### src/rtl/i4_recon_collector.sv
// i4_recon_collector: gathers 16 raster-order i4 sub-blocks of a 16x16 luma MB and extracts bottom row / right column as neighbour context.
// Latency: edge_valid rises on the edge that accepts block 15 (visible next cycle); min MB period 17 cycles.
// Backpressure: blk_ready drops for the whole FLUSH phase until edge_valid && edge_ready; mb_abort overrides all.
// Optional I4_RECON_FULL_MB_EN: adds a full 2048-bit pixel store exported on mb_pix.
module i4_recon_collector (
    input  logic           clk,
    input  logic           rst_n,
    input  logic           mb_abort,
    input  logic           blk_valid,
    output logic           blk_ready,
    input  logic [3:0]     blk_idx,
    input  logic [127:0]   blk_data,
    output logic           edge_valid,
    input  logic           edge_ready,
    output logic [127:0]   edge_bottom,
    output logic [127:0]   edge_right,
    output logic [15:0]    mb_cnt,
    output logic           idx_err
`ifdef I4_RECON_FULL_MB_EN
    ,
    output logic [2047:0]  mb_pix
`endif
);

    typedef enum logic {
        COLLECT = 1'b0,
        FLUSH   = 1'b1
    } state_t;

    state_t         state_q, state_d;
    logic [3:0]     cnt_q, cnt_d;
    logic [15:0]    mb_cnt_q, mb_cnt_d;
    logic           idx_err_q, idx_err_d;
    logic [127:0]   bottom_q, bottom_d;
    logic [127:0]   right_q, right_d;
    logic           accept;
    logic           edge_take;

    // State register.
    always_ff @(posedge clk or negedge rst_n) begin
        if (!rst_n) begin
            state_q <= COLLECT;
        end else begin
            state_q <= state_d;
        end
    end

    // Next state and handshake decode; ready/valid come only from the registered state.
    always_comb begin
        state_d    = state_q;
        blk_ready  = 1'b0;
        edge_valid = 1'b0;
        accept     = 1'b0;
        edge_take  = 1'b0;
        case (state_q)
            COLLECT: begin
                blk_ready = 1'b1;
                accept    = blk_valid && !mb_abort;
                if (accept && (cnt_q == 4'd15)) begin
                    state_d = FLUSH;
                end
            end
            FLUSH: begin
                edge_valid = 1'b1;
                edge_take  = edge_ready && !mb_abort;
                if (edge_take) begin
                    state_d = COLLECT;
                end
            end
            default: state_d = COLLECT;
        endcase
        // Abort wins over acceptance and edge handshake alike.
        if (mb_abort) begin
            state_d = COLLECT;
        end
    end

    // Datapath next state: position counter, index check, edge capture, MB counter.
    always_comb begin
        cnt_d     = cnt_q;
        mb_cnt_d  = mb_cnt_q;
        idx_err_d = idx_err_q;
        bottom_d  = bottom_q;
        right_d   = right_q;
        if (accept) begin
            cnt_d = cnt_q + 4'd1;
            if (blk_idx != cnt_q) begin
                idx_err_d = 1'b1;
            end
            // Destination comes from cnt, never from the producer's index.
            for (int i = 0; i < 4; i++) begin
                if ((cnt_q[3:2] == 2'd3) && (cnt_q[1:0] == 2'(i))) begin
                    bottom_d[32*i +: 32] = blk_data[127:96];
                end
                if ((cnt_q[1:0] == 2'd3) && (cnt_q[3:2] == 2'(i))) begin
                    right_d[32*i +: 32] = {blk_data[127:120], blk_data[95:88],
                                           blk_data[63:56],   blk_data[31:24]};
                end
            end
        end
        if (edge_take) begin
            mb_cnt_d = mb_cnt_q + 16'd1;
        end
        // Edge storage deliberately keeps stale data on abort.
        if (mb_abort) begin
            cnt_d     = 4'd0;
            idx_err_d = 1'b0;
        end
    end

    // Datapath registers.
    always_ff @(posedge clk or negedge rst_n) begin
        if (!rst_n) begin
            cnt_q     <= 4'd0;
            mb_cnt_q  <= 16'd0;
            idx_err_q <= 1'b0;
            bottom_q  <= 128'd0;
            right_q   <= 128'd0;
        end else begin
            cnt_q     <= cnt_d;
            mb_cnt_q  <= mb_cnt_d;
            idx_err_q <= idx_err_d;
            bottom_q  <= bottom_d;
            right_q   <= right_d;
        end
    end

    assign edge_bottom = bottom_q;
    assign edge_right  = right_q;
    assign mb_cnt      = mb_cnt_q;
    assign idx_err     = idx_err_q;

`ifdef I4_RECON_FULL_MB_EN
    logic [2047:0] pix_q, pix_d;

    // Full-MB store: each accepted block lands its four rows at the cnt position.
    always_comb begin
        pix_d = pix_q;
        if (accept) begin
            for (int p = 0; p < 16; p++) begin
                if (cnt_q == 4'(p)) begin
                    for (int r = 0; r < 4; r++) begin
                        pix_d[128*(4*(p/4) + r) + 32*(p%4) +: 32] = blk_data[32*r +: 32];
                    end
                end
            end
        end
    end

    // Full-MB store register.
    always_ff @(posedge clk or negedge rst_n) begin
        if (!rst_n) begin
            pix_q <= 2048'd0;
        end else begin
            pix_q <= pix_d;
        end
    end

    assign mb_pix = pix_q;
`endif

endmodule

### config.mk
export PLATFORM = sky130hd
export DESIGN_NAME = i4_recon_collector
export DESIGN_NICKNAME = d
export VERILOG_FILES = /design/src/rtl/i4_recon_collector.sv
export SDC_FILE = /design/constraint.sdc
export NUM_CORES = 1
export LEC_CHECK = 0
export CAP_MARGIN = 0
export CORE_AREA = 2 2 161 163
export CTS_BUF_LIST = sky130_fd_sc_hd__clkbuf_4 sky130_fd_sc_hd__clkbuf_8
export CTS_CLUSTER_SIZE = 25
export DETAILED_ROUTE_END_ITERATION = 6
export DIE_AREA = 0 0 163 165
export GPL_TIMING_DRIVEN = 0
export HOLD_SLACK_MARGIN = 0.12
export PLACE_DENSITY = 0.78
export SLEW_MARGIN = 20
export SYNTH_ARGS = -nofsm -noshare
export SYNTH_HDL_FRONTEND = slang
export SYNTH_SLANG_ARGS = --single-unit
### constraint.sdc
create_clock -name clk -period 2.1 [get_ports clk]
set_input_delay 0.42 -clock clk [delete_from_list [all_inputs] [get_ports clk]]
set_output_delay 0.42 -clock clk [all_outputs]
set_load 0.005 [all_outputs]
After elaboration in Yosys (flattened, before gate mapping)
Index checks and enable logic that the tools add are counted.

cells by class
  add/sub/neg operators = 2
  equality and inequality tests = 8
  mux-type cells = 13
  bitwise logic cells = 1
  reduce and logical (&&, ||, !) cells = 23

operator list
  kind                                                                    number
  16-bit by 1-bit adder with 16-bit output (second input constant)        1
  2-bit AND reduction                                                     8
  1-bit logical AND                                                       10
  1-bit 2-to-1 mux                                                        10
  2-bit equality test (second input constant)                             4
  4-bit 2-to-1 mux                                                        2
  4-bit by 1-bit adder with 4-bit output (second input constant)          1
  2-bit by 1-bit equality test with 1-bit output (second input constant)  2
  4-bit equality test (second input constant)                             1
  2-bit zero test                                                         2
  4-bit != test                                                           1
  2-bit nonzero test                                                      2
  1-bit one-hot mux with 2 select lines                                   1
  1-bit zero test                                                         1
  1-bit inverter                                                          1

storage, ports and cells
  bits in registers = 278
  bits of input ports = 137
  output and inout port bits = 275
  word-level logic and storage cells = 59

Longest topological paths before layout
  word-level depth = 6
  depth in mapped cells = 7
  gate-level depth less buffers = 5

Worst setup path after synthesis
No wires, ideal clock.

  kind = register to register
  from = reg cnt_q[0]
  to = reg right_q[33] (netlist: edge_right[33])
  setup time = 0.125 ns
  data arrival time = 1.754 ns
  required time = 1.975 ns
  path slack = 0.221 ns
  stages on the path, launching flop included = 7
  buffers on the path = 2
  clock period less this slack = 1.879 ns
  path through = dfrtp_1 > ha_1 > or3b_4 > nand4bb_1 > buf_2 > buf_6 > mux2_4

on the way
  cells in the longest elaborated chain, start to end = 3

RTL lines
  item                           line  source
  start: declaration             31    logic [3:0] cnt_q, cnt_d;
  start signal: assignment       120   cnt_q <= cnt_d;
  2-bit equality test            95    if ((cnt_q[1:0] == 2'd3) && (cnt_q[3:2] == 2'(i))) begin
  1-bit logical AND              95
  2-bit AND reduction (no line)  --
  end signal: assignment         124   right_q <= right_d;
  end: declaration               35    logic [127:0] right_q, right_d;

Every way passes these cells.
A chain may end at the register's enable or synchronous reset.

Final worst setup path
  from = reg state_q
  to = out blk_ready

on the way
  cells in the longest elaborated chain, start to end = 1

RTL lines
  item                      line  source
  start: declaration        30    state_t state_q, state_d;
  start signal: assignment  44    state_q <= state_d;
  1-bit 2-to-1 mux          55    case (state_q)
  end: declaration          10    output logic blk_ready,

Every way passes these cells.

==> flow_metrics.tcl <==
set metrics [dict create \
    placement.io_buffers 338 \
    die_area_um2 26900 \
    viasPerCell 4.77 \
    finalSetupTns_ns 0 \
    io_pins 412 \
    hold_class "primary input to async pin" \
    fin_util 0.620 \
    r2r_start "cnt_q[1]$_DFFE_PN0P_" \
    drc 0 \
    layout.cells.non_filler 1399 \
    fp.coreArea_um2 25000 \
    cp_max_fo 6 \
    crit_chain "inv_1, clkdlybuf4s50_1" \
    power.density_nw_per_um2 719 \
    power_mw 11.2 \
    p_seq_frac 0.484 \
    clock_skew_ns 0.0163 \
    cts_buffers 47 \
    cpLargestDelayFamily "buffers and inverters" \
    die_h_um 165 \
    wire_per_inst_um 19.2 \
    fin_nets 1174 \
    drv_cap 0 \
    switching_share 0.220 \
    comb_power_share 0.067 \
    wirelength_um 26800 \
    vias 6669 \
    drt_first_pass_iters 4 \
    synth.ff_latch_count 270 \
    gp_congestion 0.788 \
    start_util 0.422 \
    seq_area_frac_synth 0.639 \
    clock-sinks 270 \
    die_w_um 163 \
    synth-warning-count 0 \
    max_freq_ghz 0.495 \
    nFillCells 1923 \
    end_kind "output pin" \
    post_dp_cell_area_um2 14500 \
    period_share 0.963 \
    yosysUniqueCellTypes 30 \
    globalRoute.busiestLayer "met2" \
    peakVddDrop_v 0.000649 \
    gr-usage-met3 0.0625 \
    avgSynthCellArea_um2 16.6 \
    grt.overflow.total 0 \
    clockRootBuffer "clkbuf_8" \
    hold_ws_ns 0.323 \
    drtIter0Drc 355 \
    areaGrowthSynthToFinish_pct 46.6 \
    cp.arrival_ns 1.60 \
    grt_use_met2 0.330 \
    cp-startpoint "state_q$_DFF_PN0_" \
    synth.cell_area_um2 10600 \
    rows 58 \
    dpl.hpwl_um 19000 \
    post-route-min-period_ns 2.02 \
    preCtsSetupSlack_ns -0.391 \
    slew_viol_final 0 \
    max-slew-margin-rel 0.694 \
    drive_above_1_share 0.352 \
    worst_pin_slew_ns 0.459 \
    p_leak_nw 7.59 \
    clkTransAtPathRegs_ns 0.06 \
    setup_viol 0 \
    fin_ws_ns 0.0782 \
    critical_path_class "flip-flop to output pin" \
    cts_htree_levels 2 \
    critPathSlowestCell "clkdlybuf4s50_1" \
    dp_cells 1310 \
    slowest_delay_ns 0.50 \
    status "finished clean" \
    syn_inst 639 \
    startpoint_type "flip-flop" \
    cp.required_ns 1.68 \
    track_usage 0.200 \
    seq_area_um2 6760 \
    grt_pass1_vias 7123 \
    cts_tree "done" \
    worstSkewPairLatency_ns 0.54 \
    pwr-share-clk 0.449 \
    final_area_um2 15500 \
    p_int_mw 8.71 \
    ant_nets 0 \
    switching_power_mw 2.45 \
    cts.path.max_buffers 3 \
    hold_viol 0 \
    grt_use_met1 0.250 \
    grt_pass1_wl_um 41500 \
    syn_nets 781 \
    antenna_found_initial 3 \
    path_buf_inv 2 \
    grt_max_degree 90 \
    multi_input_area_um2 3530 \
]
[cell usage in the layout (no fill, tap or decap), types with 2 or more instances in the layout]
cell             synthesis  routed
clkdlybuf4s50_1          0     337
dfrtp_1                270     267
mux2_2                 192     192
clkbuf_8                 0      58
mux2_4                  50      50
clkbuf_4                 0      18
buf_4                   14      17
buf_2                   14      13
xnor2_1                 12      12
xor2_1                  10      10
nor2_1                   9       9
buf_6                    8       8
nand2_1                  7       7
mux2_1                   7       7
nand4_1                  6       6
inv_1                    5       5
nand3_1                  5       5
ha_1                     5       5
and3_1                   4       4
nor3_1                   4       4
clkinv_2                 0       4
clkinvlp_4               0       3
dfrtp_2                  0       3
buf_16                   0       3
diode_2                  0       2
nor2b_1                  2       2
a21oi_1                  2       2
dlygate4sd3_1            0       2
[flip-flops by register name, indices dropped and copies added, names as in the netlist]
name,cells
mb_cnt,16
edge_right,120
edge_bottom,128
cnt_q,4
idx_err,1
state_q,1
[final timing paths]
kind	to	slack, ns	depth (start not counted)
hold reg to reg	mb_cnt[15]$_DFFE_PN0P_	0.48	1
hold / removal	mb_cnt[8]$_DFFE_PN0P_	0.32	2
min in group clk	mb_cnt[15]$_DFFE_PN0P_	0.48	1
setup reg to reg	edge_bottom[113]$_DFFE_PN0P_	0.10	7
setup / recovery	blk_ready	0.08	2
max in group asynchronous	edge_right[76]$_DFFE_PN0P_	0.67	4
[power by group through the flow]
stage | sequential, mW | combinational (mW) | clock [mW]
after floorplan | 5.50 | 0.146 | 0
after global placement | 5.49 | 0.722 | 0
after detailed placement | 5.49 | 0.753 | 0
after CTS | 5.40 | 0.760 | 5.18
after global routing | 5.41 | 0.818 | 5.41
final | 5.40 | 0.750 | 5.01
[worst reg2reg max path: stages (launching register included)]
cell and delay, ns:
dfrtp_2 0.41, ha_1 0.17, or3b_4 0.40, nor2_1 0.10, nand2_1 0.11, buf_6 0.19
buf_6 0.18, mux2_4 0.32
[area by class of cell]
| class | count | area share |
|---|---|---|
| Sequential cell | 270 | 0.436 |
| Multi-Input combinational cell | 325 | 0.227 |
| Timing Repair Buffer | 345 | 0.226 |
| Clock buffer | 76 | 0.0602 |
| Tap cell | 330 | 0.0266 |
| Buffer | 38 | 0.0178 |
| Clock inverter | 8 | 0.00468 |
| Inverter | 5 | 0.00121 |
| Antenna cell | 2 | 0.000323 |
[metal layers]
metal	routed length, um	up-vias
li1	-	3037
met4	735	0
met2	13200	242
met3	1970	51
met1	11000	3339
met5	0	-
[synth_stat cells]
library cell / number / area [um^2]
nor3_1: 4 / 20.0
xor2_1: 10 / 87.6
ha_1: 5 / 62.6
nand2_1: 7 / 26.3
a21oi_1: 2 / 10.0
nand3_1: 5 / 25.0
nand4bb_1: 1 / 11.3
or3b_4: 1 / 11.3
nor4bb_1: 1 / 10.0
buf_2: 14 / 70.1
nor2_2: 1 / 6.26
dfrtp_1: 270 / 6760
inv_1: 5 / 18.8
and2_1: 1 / 6.26
buf_4: 14 / 105
nor4_1: 1 / 6.26
nor2_1: 9 / 33.8
nand3b_2: 1 / 11.3
nand3_2: 1 / 10.0
mux2_1: 7 / 78.8
xnor2_1: 12 / 105
o31ai_1: 1 / 7.51
mux2_2: 192 / 2160
mux2_4: 50 / 751
nand4_1: 6 / 37.5
nor2b_1: 2 / 12.5
and3b_1: 1 / 8.76
clkbuf_1: 3 / 11.3
and3_1: 4 / 25.0
buf_6: 8 / 90.1
[cell families (layout without fill, tap and decap cells)]
logic type | after synthesis | in the layout | share of synthesized area
AOI/OAI and AO/OA | 3 | 3 | 0.00166
xor gates and xnor gates | 22 | 22 | 0.0182
adders and majority gates | 5 | 5 | 0.00591
buffers and inverters | 44 | 472 | 0.0279
DFF | 270 | 270 | 0.639
muxes | 249 | 249 | 0.283
other | 0 | 2 | 0
and+or+nand+nor | 46 | 46 | 0.0247
[timing repair]
item | in CTS | in global routing
setup endpoints to repair | 22 | 83
endpoints found under the hold margin | 158 | 0
hold buffers | 2 | 0
buffers inserted | 0 | 2
gates resized for setup | 2 | 3
cloned | 0 | 0
No activity file was read; power rests on OpenSTA's default activity.
==> RTL edit (config.mk and constraints unchanged) <==
Put one more register stage on the output `idx_err`, cleared by the reset. The value now appears one clock later. The other outputs are not delayed to match.
--- a/src/rtl/i4_recon_collector.sv
+++ b/src/rtl/i4_recon_collector.sv
@@ -130,3 +130,9 @@
     assign mb_cnt      = mb_cnt_q;
-    assign idx_err     = idx_err_q;
+    always_ff @(posedge clk or negedge rst_n) begin
+        if (!rst_n) begin
+            idx_err <= '0;
+        end else begin
+            idx_err <= idx_err_q;
+        end
+    end
 
Behaviour: not the same (Yosys sat finds a counterexample within 4 cycles, from zero or initial values and one cycle with rst_n low).
==> RTL edit against the original RTL <==
Wire length grew 1.0%; via count up 2.4%; design area about the same; count of clock-buffer cells in the layout decreased by 5; total power down 0.23%; sequential cell count rose by 1; synthesized area grew 0.24%; maximum frequency is 1.9% lower; setup slack got worse by 0.039 ns; critical path type is now in -> reg; highest routed layer unchanged.
==> RTL edit: results (changes against the original RTL) <==
stage,metric,value,unit,change
power_and_ir_drop,Pint,0.00867,W,-0.44%
setup_path,worst setup path endpoint,edge_right[70]$_DFFE_PN0P_,,
power_and_ir_drop,Max VDD drop,0.521,mV,-20%
finish,# diodes,0,,-2
drt,Initial DRT Pass Iterations,5,,+1
drt,Total Routed Length,27.1,mm,+1.0%
finish,Repair and plain buffers,385,,+0.52%
finish,clock buffers,71,,-6.6%
drt,Routed wire per std cell,19.4,um,+1.1%
drt,vias per inst,4.88,,+2.4%
global_route,met3 Track Usage GR,6.00,%,-0.25 points
global_route,initial antenna violation count,0,,-3
global_route,vias in the first global route,7329,,+2.9%
synthesis,"Seq/Total Area, Yosys",64.0,%,+0.085 points
run_status,status,completed,,
timing,max_slew headroom,61.1,%,-8.3 points
global_route,met1 Use GR,24.3,%,-0.68 points
clock_network,CTS sink cnt,271,,+0.37%
drt,WL met2,13.2,mm,+0.42%
placed_design,DP Wirelength,19.1,mm,+0.28%
finish,multi-input logic area,3530,um^2,+0.14%
finish,final net count,1175,,+0.085%
global_route,GRT Util Overall,19.9,%,-0.082 points
finish,clock network area share,6.39,%,-0.099 points
min_path,Hold Crit Class,reg -> reg,,
finish,Layout fillers,1942,,+0.99%
timing,clk_skew,0.0224,ns,+0.00606 ns
setup_path,Critical Path Fanout Max,10,,+4
synthesis,Synth top cells by count,"dfrtp_1 (271), mux2_2 (192), mux2_4 (50), buf_2 (14), buf_4 (14)",,
setup_path,logic depth of the worst register-to-register path,6,,-1
setup_path,slowest CP cell,dlygate4sd3_1,,
finish,Non-clock buffer share,24.4,%,-0.032 points
setup_path,delay of the slowest critical-path stage,0.56,ns,+0.06 ns
global_route,largest net degree at the start of global routing,100,,+11%
finish,sequential share of cell area,43.7,%,+0.14 points
setup_path,Worst EP arrival,2.47,ns,+0.87 ns
power_and_ir_drop,Leak,7.61,nW,+0.26%
setup_path,reg2reg start,cnt_q[0]$_DFFE_PN0P_,,
synthesis,Synth Instances,640,,+0.16%
placed_design,Final GP Congestion,0.818,,+3.9%
drt,First DRT Iteration DRCs,307,,-14%
power_and_ir_drop,P_seq,0.00542,W,about the same
global_route,met2 Track Usage GR,33.1,%,+0.096 points
setup_path,"CP delay by family, top",buffers and inverters,,
setup_path,CP startpoint,mb_abort,,
global_route,first-pass GRT wire length,41.5,mm,about the same
==> RTL edit: logic make-up (layout without fill, tap and decap cells) <==
family                     after synthesis  after routing  synth area share (%)
AOI/OAI and AO/OA                        3              3                 0.165
xor gates and xnor gates                22             22                  1.82
adders and majority gates                5              5                 0.590
buffers and inverters                   44            472                  2.79
DFF                                    271            271                  64.0
muxes                                  249            249                  28.2
and+or+nand+nor                         46             46                  2.47
==> RTL edit: repair_timing <==
item / CTS / global route
hold buffers: 2 / 0
hold endpoints to repair: 79 / 0
endpoints found under the setup margin: 43 / 169
resized for setup: 2 / 5
buffers inserted: 0 / 5
==> RTL edit: stage by stage <==
step,util (%),hold slack (ns),setup TNS (ns),worst slack [ns],instance area [um^2]
2_1_floorplan,-,0.124,0,0.221,10600
3_3_place_gp,57.5,0.366,-3006.14,-10.99,14400
3_5_place_dp,57.8,0.370,-37.35,-0.393,14500
4_1_cts,61.8,0.386,0,0.00515,15500
5_1_grt,62.0,0.409,-0.0109,-0.00704,15500
6_report,62.0,0.384,0,0.0397,15500
